### src/rtl/mldsa_axis_bridge_if.sv
// Stream and core handshake bundle for mldsa_axis_bridge.
// The slave modport is the bridge's view; the master modport is the
// surrounding system (stream sources/sinks and the ML-DSA core).
interface mldsa_axis_bridge_if #(
  parameter int DATA_W = 64,
  parameter int NUM_IN = 2
);
  logic [NUM_IN*DATA_W-1:0] s_axis_tdata;
  logic [NUM_IN-1:0]        s_axis_tvalid;
  logic [NUM_IN-1:0]        s_axis_tlast;
  logic [NUM_IN-1:0]        s_axis_tready;

  logic [NUM_IN*DATA_W-1:0] core_data_in;
  logic [NUM_IN-1:0]        core_i_valid;
  logic [NUM_IN-1:0]        core_i_last;
  logic [NUM_IN-1:0]        core_i_ready;

  logic [DATA_W-1:0]        core_data_out;
  logic                     core_o_valid;
  logic                     core_o_last;
  logic                     core_o_ready;

  logic [DATA_W-1:0]        m_axis_tdata;
  logic                     m_axis_tvalid;
  logic                     m_axis_tlast;
  logic                     m_axis_tready;

  modport slave (
    input  s_axis_tdata, s_axis_tvalid, s_axis_tlast,
    output s_axis_tready,
    output core_data_in, core_i_valid, core_i_last,
    input  core_i_ready,
    input  core_data_out, core_o_valid, core_o_last,
    output core_o_ready,
    output m_axis_tdata, m_axis_tvalid, m_axis_tlast,
    input  m_axis_tready
  );

  modport master (
    output s_axis_tdata, s_axis_tvalid, s_axis_tlast,
    input  s_axis_tready,
    input  core_data_in, core_i_valid, core_i_last,
    output core_i_ready,
    output core_data_out, core_o_valid, core_o_last,
    input  core_o_ready,
    input  m_axis_tdata, m_axis_tvalid, m_axis_tlast,
    output m_axis_tready
  );
endinterface

### src/rtl/mldsa_axis_bridge.sv
// mldsa_axis_bridge: buffers NUM_IN AXI-Stream inputs into the ML-DSA core
// and the core result back out to m_axis. Every path is a first-word-fall-
// through FIFO of {tlast, tdata} with a packet tracker and done pulse.
// Optional statistics counters are built when MLDSA_AXIS_BRIDGE_STATS_EN is
// defined; otherwise the stat ports are tied to zero.
module mldsa_axis_bridge #(
  parameter int DATA_W    = 64,
  parameter int NUM_IN    = 2,
  parameter int IN_DEPTH  = 4,
  parameter int OUT_DEPTH = 4
) (
  input  logic               clk,
  input  logic               reset,
  input  logic               flush,
  mldsa_axis_bridge_if.slave bus,
  output logic [NUM_IN-1:0]  in_pkt_done,
  output logic               out_pkt_done,
  output logic               busy,
  output logic [31:0]        stat_in_beats,
  output logic [31:0]        stat_out_beats,
  output logic [31:0]        stat_out_pkts
);
  localparam int IN_AW  = $clog2(IN_DEPTH);
  localparam int OUT_AW = $clog2(OUT_DEPTH);
  localparam logic [IN_AW:0]  IN_FULL_CNT  = IN_DEPTH[IN_AW:0];
  localparam logic [OUT_AW:0] OUT_FULL_CNT = OUT_DEPTH[OUT_AW:0];

  typedef enum logic {IDLE = 1'b0, IN_PKT = 1'b1} pkt_state_t;

  logic [NUM_IN-1:0] in_push, in_pop, in_empty, in_full, in_last, in_active;
  logic [DATA_W-1:0] in_data [NUM_IN];
  logic [NUM_IN-1:0] in_done_p1;

  logic              out_push, out_pop, out_empty, out_full, out_last, out_active;
  logic [DATA_W-1:0] out_data;
  logic              out_done_p1;

  for (genvar i = 0; i < NUM_IN; i++) begin : g_in
    logic [DATA_W:0]  mem [IN_DEPTH];
    logic [IN_AW-1:0] wptr, rptr;
    logic [IN_AW:0]   cnt;
    pkt_state_t       state, state_nxt;

    assign in_full[i]   = (cnt == IN_FULL_CNT);
    assign in_empty[i]  = (cnt == '0);
    assign in_push[i]   = bus.s_axis_tvalid[i] & ~in_full[i] & ~flush;
    assign in_pop[i]    = bus.core_i_ready[i] & ~in_empty[i] & ~flush;
    assign in_data[i]   = mem[rptr][DATA_W-1:0];
    assign in_last[i]   = mem[rptr][DATA_W];
    assign in_active[i] = (state == IN_PKT);

    // Beat storage; occupancy gates every read, so contents need no reset.
    always_ff @(posedge clk) begin
      if (in_push[i]) mem[wptr] <= {bus.s_axis_tlast[i], bus.s_axis_tdata[i*DATA_W +: DATA_W]};
    end

    // Pointers and occupancy; flush drops contents and any coincident push/pop.
    always_ff @(posedge clk) begin
      if (reset || flush) begin
        wptr <= '0;
        rptr <= '0;
        cnt  <= '0;
      end else begin
        if (in_push[i]) wptr <= wptr + IN_AW'(1);
        if (in_pop[i])  rptr <= rptr + IN_AW'(1);
        cnt <= cnt + (IN_AW+1)'(in_push[i]) - (IN_AW+1)'(in_pop[i]);
      end
    end

    // Packet state register.
    always_ff @(posedge clk) begin
      if (reset) state <= IDLE;
      else       state <= state_nxt;
    end

    // The beat leaving toward the core decides whether a packet is open.
    always_comb begin
      state_nxt = state;
      if (flush)          state_nxt = IDLE;
      else if (in_pop[i]) state_nxt = in_last[i] ? IDLE : IN_PKT;
    end
  end

  logic [DATA_W:0]   out_mem [OUT_DEPTH];
  logic [OUT_AW-1:0] out_wptr, out_rptr;
  logic [OUT_AW:0]   out_cnt;
  pkt_state_t        out_state, out_state_nxt;

  assign out_full   = (out_cnt == OUT_FULL_CNT);
  assign out_empty  = (out_cnt == '0);
  assign out_push   = bus.core_o_valid & ~out_full & ~flush;
  assign out_pop    = bus.m_axis_tready & ~out_empty & ~flush;
  assign out_data   = out_mem[out_rptr][DATA_W-1:0];
  assign out_last   = out_mem[out_rptr][DATA_W];
  assign out_active = (out_state == IN_PKT);

  // Result beat storage, data only.
  always_ff @(posedge clk) begin
    if (out_push) out_mem[out_wptr] <= {bus.core_o_last, bus.core_data_out};
  end

  // Output FIFO pointers and occupancy.
  always_ff @(posedge clk) begin
    if (reset || flush) begin
      out_wptr <= '0;
      out_rptr <= '0;
      out_cnt  <= '0;
    end else begin
      if (out_push) out_wptr <= out_wptr + OUT_AW'(1);
      if (out_pop)  out_rptr <= out_rptr + OUT_AW'(1);
      out_cnt <= out_cnt + (OUT_AW+1)'(out_push) - (OUT_AW+1)'(out_pop);
    end
  end

  // Output packet state register.
  always_ff @(posedge clk) begin
    if (reset) out_state <= IDLE;
    else       out_state <= out_state_nxt;
  end

  // Output packet tracking on m_axis handshakes.
  always_comb begin
    out_state_nxt = out_state;
    if (flush)        out_state_nxt = IDLE;
    else if (out_pop) out_state_nxt = out_last ? IDLE : IN_PKT;
  end

  // ---- stage p1: done pulses registered one cycle after the closing pop ----
  // Flush already masks the pops, so no pulse follows a flushed cycle.
  always_ff @(posedge clk) begin
    if (reset) begin
      in_done_p1  <= '0;
      out_done_p1 <= 1'b0;
    end else begin
      in_done_p1  <= in_pop & in_last;
      out_done_p1 <= out_pop & out_last;
    end
  end

  // Pack per-channel heads into the flat core bus.
  always_comb begin
    bus.core_data_in = '0;
    for (int i = 0; i < NUM_IN; i++) bus.core_data_in[i*DATA_W +: DATA_W] = in_data[i];
  end

  assign bus.s_axis_tready = ~in_full;
  assign bus.core_i_valid  = ~in_empty;
  assign bus.core_i_last   = in_last;
  assign bus.core_o_ready  = ~out_full;
  assign bus.m_axis_tvalid = ~out_empty;
  assign bus.m_axis_tdata  = out_data;
  assign bus.m_axis_tlast  = out_last;

  assign in_pkt_done  = in_done_p1;
  assign out_pkt_done = out_done_p1;
  assign busy = (|(~in_empty)) | (|in_active) | ~out_empty | out_active;

`ifdef MLDSA_AXIS_BRIDGE_STATS_EN
  logic [31:0] in_accepts;
  logic [31:0] in_beats_q, out_beats_q, out_pkts_q;

  // Number of input beats accepted this cycle across all channels.
  always_comb begin
    in_accepts = '0;
    for (int i = 0; i < NUM_IN; i++) in_accepts = in_accepts + 32'(in_push[i]);
  end

  // Free-running wrap-around counters; flush leaves them untouched.
  always_ff @(posedge clk) begin
    if (reset) begin
      in_beats_q  <= '0;
      out_beats_q <= '0;
      out_pkts_q  <= '0;
    end else begin
      in_beats_q <= in_beats_q + in_accepts;
      if (out_pop)     out_beats_q <= out_beats_q + 32'd1;
      if (out_done_p1) out_pkts_q  <= out_pkts_q + 32'd1;
    end
  end

  assign stat_in_beats  = in_beats_q;
  assign stat_out_beats = out_beats_q;
  assign stat_out_pkts  = out_pkts_q;
`else
  assign stat_in_beats  = 32'd0;
  assign stat_out_beats = 32'd0;
  assign stat_out_pkts  = 32'd0;
`endif
endmodule

### src/flat_wrapper.sv
// flat-port wrapper written by rule: the top's interface ports become plain ports
module mldsa_axis_bridge_flat 
#(
  parameter int DATA_W    = 64,
  parameter int NUM_IN    = 2,
  parameter int IN_DEPTH  = 4,
  parameter int OUT_DEPTH = 4
)
  (clk, reset, flush, in_pkt_done, out_pkt_done, busy, stat_in_beats, stat_out_beats, stat_out_pkts, bus_s_axis_tdata, bus_s_axis_tvalid, bus_s_axis_tlast, bus_s_axis_tready, bus_core_data_in, bus_core_i_valid, bus_core_i_last, bus_core_i_ready, bus_core_data_out, bus_core_o_valid, bus_core_o_last, bus_core_o_ready, bus_m_axis_tdata, bus_m_axis_tvalid, bus_m_axis_tlast, bus_m_axis_tready);
  mldsa_axis_bridge_if #(.DATA_W(DATA_W), .NUM_IN(NUM_IN)) bus_i ();
  input  logic clk;
  input  logic reset;
  input  logic flush;
  output logic [NUM_IN-1:0] in_pkt_done;
  output logic out_pkt_done;
  output logic busy;
  output logic [31:0] stat_in_beats;
  output logic [31:0] stat_out_beats;
  output logic [31:0] stat_out_pkts;
  input wire logic [$bits(bus_i.s_axis_tdata)-1:0] bus_s_axis_tdata;
  input wire logic [$bits(bus_i.s_axis_tvalid)-1:0] bus_s_axis_tvalid;
  input wire logic [$bits(bus_i.s_axis_tlast)-1:0] bus_s_axis_tlast;
  output wire logic [$bits(bus_i.s_axis_tready)-1:0] bus_s_axis_tready;
  output wire logic [$bits(bus_i.core_data_in)-1:0] bus_core_data_in;
  output wire logic [$bits(bus_i.core_i_valid)-1:0] bus_core_i_valid;
  output wire logic [$bits(bus_i.core_i_last)-1:0] bus_core_i_last;
  input wire logic [$bits(bus_i.core_i_ready)-1:0] bus_core_i_ready;
  input wire logic [$bits(bus_i.core_data_out)-1:0] bus_core_data_out;
  input wire logic [$bits(bus_i.core_o_valid)-1:0] bus_core_o_valid;
  input wire logic [$bits(bus_i.core_o_last)-1:0] bus_core_o_last;
  output wire logic [$bits(bus_i.core_o_ready)-1:0] bus_core_o_ready;
  output wire logic [$bits(bus_i.m_axis_tdata)-1:0] bus_m_axis_tdata;
  output wire logic [$bits(bus_i.m_axis_tvalid)-1:0] bus_m_axis_tvalid;
  output wire logic [$bits(bus_i.m_axis_tlast)-1:0] bus_m_axis_tlast;
  input wire logic [$bits(bus_i.m_axis_tready)-1:0] bus_m_axis_tready;
  assign bus_i.s_axis_tdata = bus_s_axis_tdata;
  assign bus_i.s_axis_tvalid = bus_s_axis_tvalid;
  assign bus_i.s_axis_tlast = bus_s_axis_tlast;
  assign bus_s_axis_tready = bus_i.s_axis_tready;
  assign bus_core_data_in = bus_i.core_data_in;
  assign bus_core_i_valid = bus_i.core_i_valid;
  assign bus_core_i_last = bus_i.core_i_last;
  assign bus_i.core_i_ready = bus_core_i_ready;
  assign bus_i.core_data_out = bus_core_data_out;
  assign bus_i.core_o_valid = bus_core_o_valid;
  assign bus_i.core_o_last = bus_core_o_last;
  assign bus_core_o_ready = bus_i.core_o_ready;
  assign bus_m_axis_tdata = bus_i.m_axis_tdata;
  assign bus_m_axis_tvalid = bus_i.m_axis_tvalid;
  assign bus_m_axis_tlast = bus_i.m_axis_tlast;
  assign bus_i.m_axis_tready = bus_m_axis_tready;
  mldsa_axis_bridge #(.DATA_W(DATA_W), .NUM_IN(NUM_IN), .IN_DEPTH(IN_DEPTH), .OUT_DEPTH(OUT_DEPTH)) u_core (.clk(clk), .reset(reset), .flush(flush), .bus(bus_i), .in_pkt_done(in_pkt_done), .out_pkt_done(out_pkt_done), .busy(busy), .stat_in_beats(stat_in_beats), .stat_out_beats(stat_out_beats), .stat_out_pkts(stat_out_pkts));
endmodule
### config.mk
export PLATFORM = sky130hd
export DESIGN_NAME = mldsa_axis_bridge_flat
export DESIGN_NICKNAME = d
export VERILOG_FILES = /design/src/rtl/mldsa_axis_bridge_if.sv /design/src/rtl/mldsa_axis_bridge.sv /design/src/flat_wrapper.sv
export SDC_FILE = /design/constraint.sdc
export NUM_CORES = 1
export LEC_CHECK = 0
export BUFFER_PORTS_ARGS = -buffer_cell sky130_fd_sc_hd__buf_2
export CAP_MARGIN = 10
export CORE_MARGIN = 4
export CORE_UTILIZATION = 56
export DETAILED_ROUTE_END_ITERATION = 8
export HOLD_SLACK_MARGIN = 0.1
export PLACE_DENSITY = 0.83
export SLEW_MARGIN = 30
export SYNTH_ARGS = -nofsm -noshare
export SYNTH_HDL_FRONTEND = slang
export SYNTH_SLANG_ARGS = --single-unit
### constraint.sdc
create_clock -name clk -period 4.1 [get_ports clk]
set_input_delay 0.615 -clock clk [delete_from_list [all_inputs] [get_ports clk]]
set_output_delay 0.615 -clock clk [all_outputs]
set_load 0.03 [all_outputs]
==> impl_metrics.tcl <==
set metrics [dict create \
    outcome "finished, final reports clean" \
    syn_inst 1301 \
    antenna_found_initial 21 \
    fmax_mhz 311.0 \
    min_period_ns 3.216 \
    synth_area_leader_cell "edfxtp_1" \
    final_util_pct 66.48 \
    seqCellArea_sq_um 24100 \
    die_h_microns 241.6 \
    grt_usage_pct 22.07 \
    dieArea_sq_um 58370 \
    relSlewSlack_pct 37.70 \
    min_period_over_period_pct 78.43 \
    ys_seq_elements 813 \
    most-common-layout-cells "edfxtp_1, buf_2, mux4_2" \
    core_sq_um 53920 \
    grt_pass1_wl_mm 97.48 \
    post_cts_resized 0 \
    p_per_area_nw_per_um2 487.2 \
    vias 14420 \
    synth.area.top_cells "edfxtp_1, mux4_2, buf_4" \
    setup_viol 0 \
    die_w_microns 241.6 \
    cts_setup_buffers 0 \
    vias_per_cell 5.652 \
    detail-route-antenna-nets 0 \
    place_area_sq_um 33160 \
    grt_max_degree 66 \
    start_util_pct 56.67 \
    drv_cap 0 \
    ys_warn_count 0 \
    htree_num_levels 3 \
    gp_congestion 0.7793 \
    synth.avg_cell_area_sq_um 23.49 \
    required_ns 3.48 \
    slowest_delay_ns 0.80 \
    first_pass_iters 8 \
    nNetsFinal 2006 \
    p_leak_nw 12.17 \
    fin_total_pwr_w 0.01746 \
    slew_viol_final 0 \
    crit_type "reg -> out" \
    r2r_slack_ns 1.65 \
    finalHoldViolCount 0 \
    vdd_drop_max_uv 411.3 \
    crit_fanout 33 \
    ios 505 \
    final_common_cell "edfxtp_1" \
    syn-cell-area_sq_um 30560 \
    dp_hpwl_mm 40.22 \
    drt_iter0_drc 1156 \
    root_buffer "clkbuf_16" \
    multi_input_area_sq_um 5674 \
    cts_buffer_depth 3 \
    ctsHoldBuffers 0 \
    synth_top_area_share_pct 76.65 \
    synthToLayoutAreaGrowth_pct 17.30 \
    setup.worst_path.end_class "output pin" \
    worst-path-buf-inv 2 \
    crit_slowest_cell "dfxtp_4" \
    min_path_type "in -> reg" \
    rsz0062_at_grt "false" \
    cts_sinks 813 \
    first_global_vias 15290 \
    fin_skew_ns 0.01955 \
    port-buffer-count 408 \
    worstMarginPinSlew_ns 0.9344 \
    clkLatencyLatePin_ns 0.61 \
    ys_seq_area_share_pct 78.81 \
    hold_ws_ns 0.2140 \
    drive_gt1_share_pct 41.87 \
    drt_wl_total_mm 65.09 \
    fin_setup_tns_ns 0 \
    path_clk_slew_ns 0.06 \
    avgRoutedWirePerCell_microns 25.51 \
    critPathTopFamily "flip-flops" \
    post-route-drc-count 0 \
    cts_tree "yes" \
    ys_types 30 \
    cp.arrival_ns 2.60 \
    critPathLaunchType "register" \
    crit_chain "buf_4 -> mux4_2 -> buf_2" \
    num_rows 85 \
    cts_made_buffers 81 \
    fillers 3376 \
    grt_overflow 0 \
    final_area_sq_um 35840 \
]
## routing by layer
layer	part of all wire (%)	vias to the layer above	global-route usage [%]	wire, microns
met2	52	649	37.14	34060
met3	8.1	133	6.037	5297
met4	3.2	12	8.264	2078
met1	36	7435	27.94	23580
met5	0.11	-	0	74
li1	-	6194	-	-
## flip-flops by register name (all words and copies together), names as in the netlist, 2 cells and up, named ones only
name and count:
u_core.out_wptr 2, u_core.g_in.wptr 4, u_core.out_cnt 3, u_core.g_in.cnt 6, u_core.in_pkt_done 2, u_core.out_rptr 2
u_core.g_in.rptr 4, u_core.g_in.mem 520, u_core.out_mem 260, u_core.g_in.state 2
## stage by stage
stage / setup slack (ns) / std cells
CTS: 0.7544 / 2534
detailed placement: 1.419 / 2393
floorplan: 1.030 / 1396
global route: 0.6877 / 2549
global placement: 1.459 / 2392
finish: 0.8845 / 2552
## cells in the mapped netlist
library cell,number
a21oi_1,18
or2_0,1
buf_4,96
xnor2_1,4
nor2b_1,6
nand3_1,9
nor3b_1,3
edfxtp_1,780
inv_1,26
buf_2,21
nand2b_1,6
a211oi_1,3
and2_1,6
nor3_2,3
mux4_2,195
o31ai_1,3
and3_1,12
fa_1,3
or4_1,3
xor2_1,1
clkbuf_1,3
ha_1,18
nor3_1,2
buf_6,21
o21ai_0,9
nand4_1,1
nor2_1,11
dfxtp_1,33
conb_1,1
nor4b_1,3
## kinds of logic (layout without fill, tap and decap cells)
family          after synthesis  after routing  synth area share, %
other cells                   1            113              0.01227
fa+ha+maj                    21             21               0.9336
flops                       813            813                78.81
simple gates                 66             66                1.302
buf+inv                     167            610                3.833
mux                         195            195                14.37
compound gates               33             33               0.5896
xor+xnor                      5              5               0.1433
## worst paths after layout
kind / start / end / cells past startpoint
min reg2reg: u_core.g_in[1].rptr[1]$_SDFFE_PP0P_ / register / 2
max: register / bus_core_data_in[63] / 3
min: bus_s_axis_tdata[28] / u_core.g_in[0].mem[1][28]$_DFFE_PP_ / 1
max reg2reg: u_core.out_cnt[1]$_SDFF_PP0_ / u_core.out_cnt[2]$_SDFF_PP0_ / 10
## final cells by class
cell class / count / area share, %
clock inverters: 42 / 1.232
well taps: 696 / 2.429
flip-flops and latches: 813 / 67.23
clock buffers: 99 / 6.046
repair buffers: 443 / 6.842
diodes: 17 / 0.1187
multi-input cells: 416 / 15.83
inverters: 26 / 0.2723
## power breakdown
group          leakage (nW)  switching [W]  internal [W]
registers              7.35      0.0000419       0.00923
clock network          1.27        0.00297       0.00431
logic                  3.55       0.000640      0.000264
No activity file was read; power rests on OpenSTA's default activity.
